<file path="src/rtl/sram_mem_controller.sv">
// Sequences a 16-bit external SRAM for the MEM stage: each 32-bit load/store
// becomes two half-word accesses (low half first) while ready holds the pipeline.
module sram_mem_controller #(
  parameter int SRAM_AW     = 18,
  parameter int BASE_ADDR   = 1024,
  parameter int HALF_CYCLES = 2
) (
  input  logic               clk,
  input  logic               rst,
  input  logic               rd_en,
  input  logic               wr_en,
  input  logic [31:0]        address,
  input  logic [31:0]        write_data,
  output logic [31:0]        read_data,
  output logic               ready,
  output logic [SRAM_AW-1:0] sram_addr,
  output logic [15:0]        sram_dq_out,
  output logic               sram_dq_oe,
  input  logic [15:0]        sram_dq_in,
  output logic               sram_we_n,
  output logic               sram_oe_n,
  output logic               sram_ce_n,
  output logic               sram_ub_n,
  output logic               sram_lb_n
);

  localparam int WORD_W = SRAM_AW - 1;
  localparam int CNT_W  = (HALF_CYCLES > 1) ? $clog2(HALF_CYCLES) : 1;
  localparam logic [CNT_W-1:0] CNT_LAST = CNT_W'(HALF_CYCLES - 1);

  typedef enum logic [1:0] {IDLE, LOW, HIGH, DONE} state_t;

  state_t             state;
  state_t             state_nxt;
  logic [CNT_W-1:0]   cnt;
  logic [WORD_W-1:0]  word_q;
  logic [31:0]        wdata_q;
  logic               op_wr_q;
  logic [31:0]        offset;
  logic               req;
  logic               cnt_last;
  logic               unused_offset_bits;

  assign req      = rd_en | wr_en;
  assign cnt_last = (cnt == CNT_LAST);
  assign offset   = address - 32'(BASE_ADDR);
  // Bits above the SRAM window are dropped so out-of-range addresses wrap.
  assign unused_offset_bits = ^{offset[31:WORD_W+2], offset[1:0]};

  always_ff @(posedge clk) begin
    if (rst) state <= IDLE;
    else     state <= state_nxt;
  end

  always_comb begin
    state_nxt = state;
    case (state)
      IDLE:    if (req) state_nxt = LOW;
      LOW:     if (cnt_last) state_nxt = HIGH;
      HIGH:    if (cnt_last) state_nxt = DONE;
      default: state_nxt = IDLE;
    endcase
  end

  always_ff @(posedge clk) begin
    if (rst) begin
      cnt       <= '0;
      word_q    <= '0;
      wdata_q   <= '0;
      op_wr_q   <= 1'b0;
      read_data <= '0;
    end else begin
      case (state)
        IDLE: begin
          cnt <= '0;
          if (req) begin
            word_q  <= offset[2 +: WORD_W];
            wdata_q <= write_data;
            op_wr_q <= wr_en;
          end
        end
        LOW: begin
          cnt <= cnt_last ? '0 : cnt + 1'b1;
          if (cnt_last && !op_wr_q) read_data[15:0] <= sram_dq_in;
        end
        HIGH: begin
          cnt <= cnt_last ? '0 : cnt + 1'b1;
          if (cnt_last && !op_wr_q) read_data[31:16] <= sram_dq_in;
        end
        default: cnt <= '0;
      endcase
    end
  end

  always_comb begin
    ready       = ((state == IDLE) && !req) || (state == DONE);
    sram_addr   = {word_q, (state == HIGH)};
    sram_we_n   = 1'b1;
    sram_oe_n   = 1'b1;
    sram_dq_oe  = 1'b0;
    sram_dq_out = 16'h0;
    if (state == LOW || state == HIGH) begin
      if (op_wr_q) begin
        sram_we_n   = 1'b0;
        sram_dq_oe  = 1'b1;
        sram_dq_out = (state == HIGH) ? wdata_q[31:16] : wdata_q[15:0];
      end else begin
        sram_oe_n   = 1'b0;
      end
    end
  end

  assign sram_ce_n = 1'b0;
  assign sram_ub_n = 1'b0;
  assign sram_lb_n = 1'b0;

endmodule

</file>
<file path="config.mk">
export PLATFORM = sky130hd
export DESIGN_NAME = sram_mem_controller
export DESIGN_NICKNAME = d
export VERILOG_FILES = /design/src/rtl/sram_mem_controller.sv
export SDC_FILE = /design/constraint.sdc
export NUM_CORES = 1
export LEC_CHECK = 0
export BUFFER_PORTS_ARGS = -buffer_cell sky130_fd_sc_hd__buf_2
export CAP_MARGIN = 10
export CORE_MARGIN = 3
export CORE_UTILIZATION = 46
export DETAILED_ROUTE_END_ITERATION = 7
export GPL_ROUTABILITY_DRIVEN = 0
export GPL_TIMING_DRIVEN = 1
export HOLD_SLACK_MARGIN = 0.02
export PLACE_DENSITY = 0.89
export SLEW_MARGIN = 20
export SYNTH_ARGS = -nofsm -noshare
export SYNTH_HDL_FRONTEND = slang
export SYNTH_SLANG_ARGS = --single-unit
</file>
<file path="constraint.sdc">
create_clock -name clk -period 1.8 [get_ports clk]
set_clock_uncertainty 0.05 [all_clocks]
set_input_delay 0.27 -clock clk [delete_from_list [all_inputs] [get_ports clk]]
set_output_delay 0.27 -clock clk [all_outputs]
set_load 0.005 [all_outputs]
</file>
==> summary.txt <==
Status: finished with violations
Failing checks: setup timing
1st-pass router iterations: 5
Slew Limit Fails: 0
Hold bufs inserted after CTS: 0
CP bufs+invs: 4
Setup ws final: -101 ps
Met1 usage: 25.7%
Crit-path max cell delay: 350 ps
Vias in the first global route: 3382
Final HPWL DP: 6380 um
Port bufs: 138
Diode count: 0
Unique masters post-synth: 32
Total number of vias: 3455
Total die area: 0.00845 mm^2
Most common cell after layout, fill and taps aside: nand2_1
Setup_tns: -1200 ps
CP arrival: 1580 ps
Die W: 91.9 um
FP Rows: 30
CP max stage cell: dfxtp_2
RSZ-0062 raised after global routing: true
Startpoint Class: register
Post-Syn Instances: 431
Antenna Nets Post-Route: 0
Final WL: 9580 um
Final period utilization: 106%
Final setup fails: 17
Clock transition at path regs: 90 ps
Clock Sink Count: 85
Critical Path RT: 1480 ps
Synth Cell Area: 0.00340 mm^2
Highest clock rate: 0.526 GHz
Ys Warns: 0
Vias per cell: 5.10
Worst Path Max Fanout: 8
Worst vdd ir: 0.755 mV
Dpl ws: 100 ps
I/O pins: 157
Leading cell types in the layout, fill and taps excluded: 146 x nand2_1, 137 x buf_2, 83 x dfxtp_1, 75 x a21oi_1, 21 x nor2_1
Area after DPL: 0.00426 mm^2
Initial DRC count: 96
Power, Total: 0.00600 W
Mean Syn Cell Area: 7.88 um^2
Placed cell count: 649
GRT overflow: 0
Final hold viol count: 0
Sequential share of the synthesized area: 50.1%
Share of layout cells above drive strength 1: 35.5%
Area Growth Syn to Fin: 40.7%
CP Class: reg2out
Avg WL per Cell: 14.2 um
Post-route cell area: 0.00478 mm^2
Htree depth: 3
Pin count of the biggest net entering global routing: 45
Max Buffers Root-to-Sink: 2
Nets@finish: 665
Starting density of the core: 48.6%
Top Usage Layer GRT: met2
Worst-Skew Late Latency: 350 ps
Met3 Resource Use GR: 6.23%
Residual DRC: 0
Cts bufs inserted: 9
Cell Count, Final, Fillers Out: 677
Pwr/cell area: 1260 mW/mm^2
Register bit total from synthesis: 85
Hold/Removal Path Class: in2reg
P_leak: 2.09 nW
Max-cap violation count: 0
CP endpoint kind: output pin
Met2 usage: 37.7%
First-pass GRT wire length: 15000 um
Worst slew pin tran: 582 ps
Crit path cell chain: inv_4 > ha_4 > buf_12 > buf_16 > mux2i_1 > nor2_1 > buf_2
Crit path time final: 1900 ps
Die H: 91.9 um
Relative slew slack: 61.2%
Reg-to-reg slack, setup: 90 ps
Core box area: 0.00698 mm^2
CTS root buf: clkbuf_8
CP top delay family: buffers and inverters
Initial antenna violation count: 0
CTS tree: done
Total GRT Usage: 21.5%
per-stage QoR:
stage | hold WS, ps | util, %
after floorplan | 316 | -
after global placement | 388 | 60.9
after detailed placement | 394 | 60.9
after CTS | 87.0 | 66.7
after global routing | 95.6 | 68.4
final | 101 | 68.4
what timing repair did:
action / 4_1_cts / 5_1_grt
cloned: 2 / 2
pin swaps: 2 / 2
buffers inserted: 7 / 3
hold endpoints to repair: 0 / 0
gates resized for setup: 19 / 22
endpoints found under the setup margin: 19 / 22
where the power goes:
| group | total (W) | switching, W | internal [W] |
|---|---|---|---|
| clock network | 0.00139 | 0.000699 | 0.000692 |
| registers | 0.00251 | 0.000255 | 0.00226 |
| logic | 0.00209 | 0.00110 | 0.000991 |
cells by family after synthesis:
| kind of cell | Yosys count | share of synthesized area (%) |
|---|---|---|
| other cells | 1 | 0.110 |
| buf+inv | 36 | 4.42 |
| simple gates | 195 | 23.8 |
| fa+ha+maj | 5 | 1.84 |
| mux | 16 | 4.72 |
| xor+xnor | 2 | 0.516 |
| compound gates | 91 | 14.5 |
| flops | 85 | 50.1 |
final timing paths:
check | from | depth (start not counted) | end
setup / recovery | state[0]$_SDFFE_PP0P_ | 7 | sram_dq_out[11]
hold / removal | address[8] | 3 | word_q[6]$_SDFFE_PP0P_
setup reg to reg | state[0]$_SDFFE_PP0P_ | 9 | read_data[26]$_SDFFE_PP0P_
hold reg to reg | word_q[6]$_SDFFE_PP0P_ | 2 | word_q[6]$_SDFFE_PP0P_
Yosys cell counts:
library cell  count  share of area [%]
nand2_1         147                 16
dfxtp_1          85                 50
a21oi_1          75                 11
nor2_1           27                3.0
clkbuf_1         19                2.1
mux2i_1          16                4.7
a211oi_1          8                1.8
buf_1             6               0.66
ha_1              5                1.8
inv_1             5               0.55
nor4_1            5               0.92
and4_1            3               0.77
buf_2             3               0.44
buf_4             3               0.66
a311oi_1          2               0.52
and3b_1           2               0.52
nand2b_1          2               0.37
nand3b_1          2               0.44
nor3b_1           2               0.44
xnor2_1           2               0.52
a21o_1            1               0.22
conb_1            1               0.11
nand3_1           1               0.15
nor3_1            1               0.15
o21a_1            1               0.22
o21ai_0           1               0.15
o21ai_1           1               0.15
o21bai_1          1               0.22
o31ai_1           1               0.22
or3_1             1               0.18
or3b_2            1               0.26
or4_4             1               0.33
layer usage:
layer | wire length [um] | up-vias
met2 | 4730 | 140
li1 | - | 1711
met4 | 64 | 0
met3 | 795 | 8
met5 | 0 | -
met1 | 3990 | 1596
worst min-delay path: stages:
cell	delay, ps
buf_2	100
nand2_1	50
a21oi_1	50
layout make-up:
type | count | area (um^2)
Inverter | 5 | 23.8
Clock inverter | 6 | 70.1
Clock buffer | 10 | 138
Tap cell | 96 | 120
Sequential cell | 85 | 1710
Timing Repair Buffer | 163 | 1010
Fill cell | 558 | 2200
Multi-Input combinational cell | 312 | 1710
registers in the layout, summed over array words and instances, names as in the netlist:
name,cells
cnt,1
op_wr_q,1
read_data,32
state,2
wdata_q,32
word_q,17
Power figures use the tool's default switching activity.
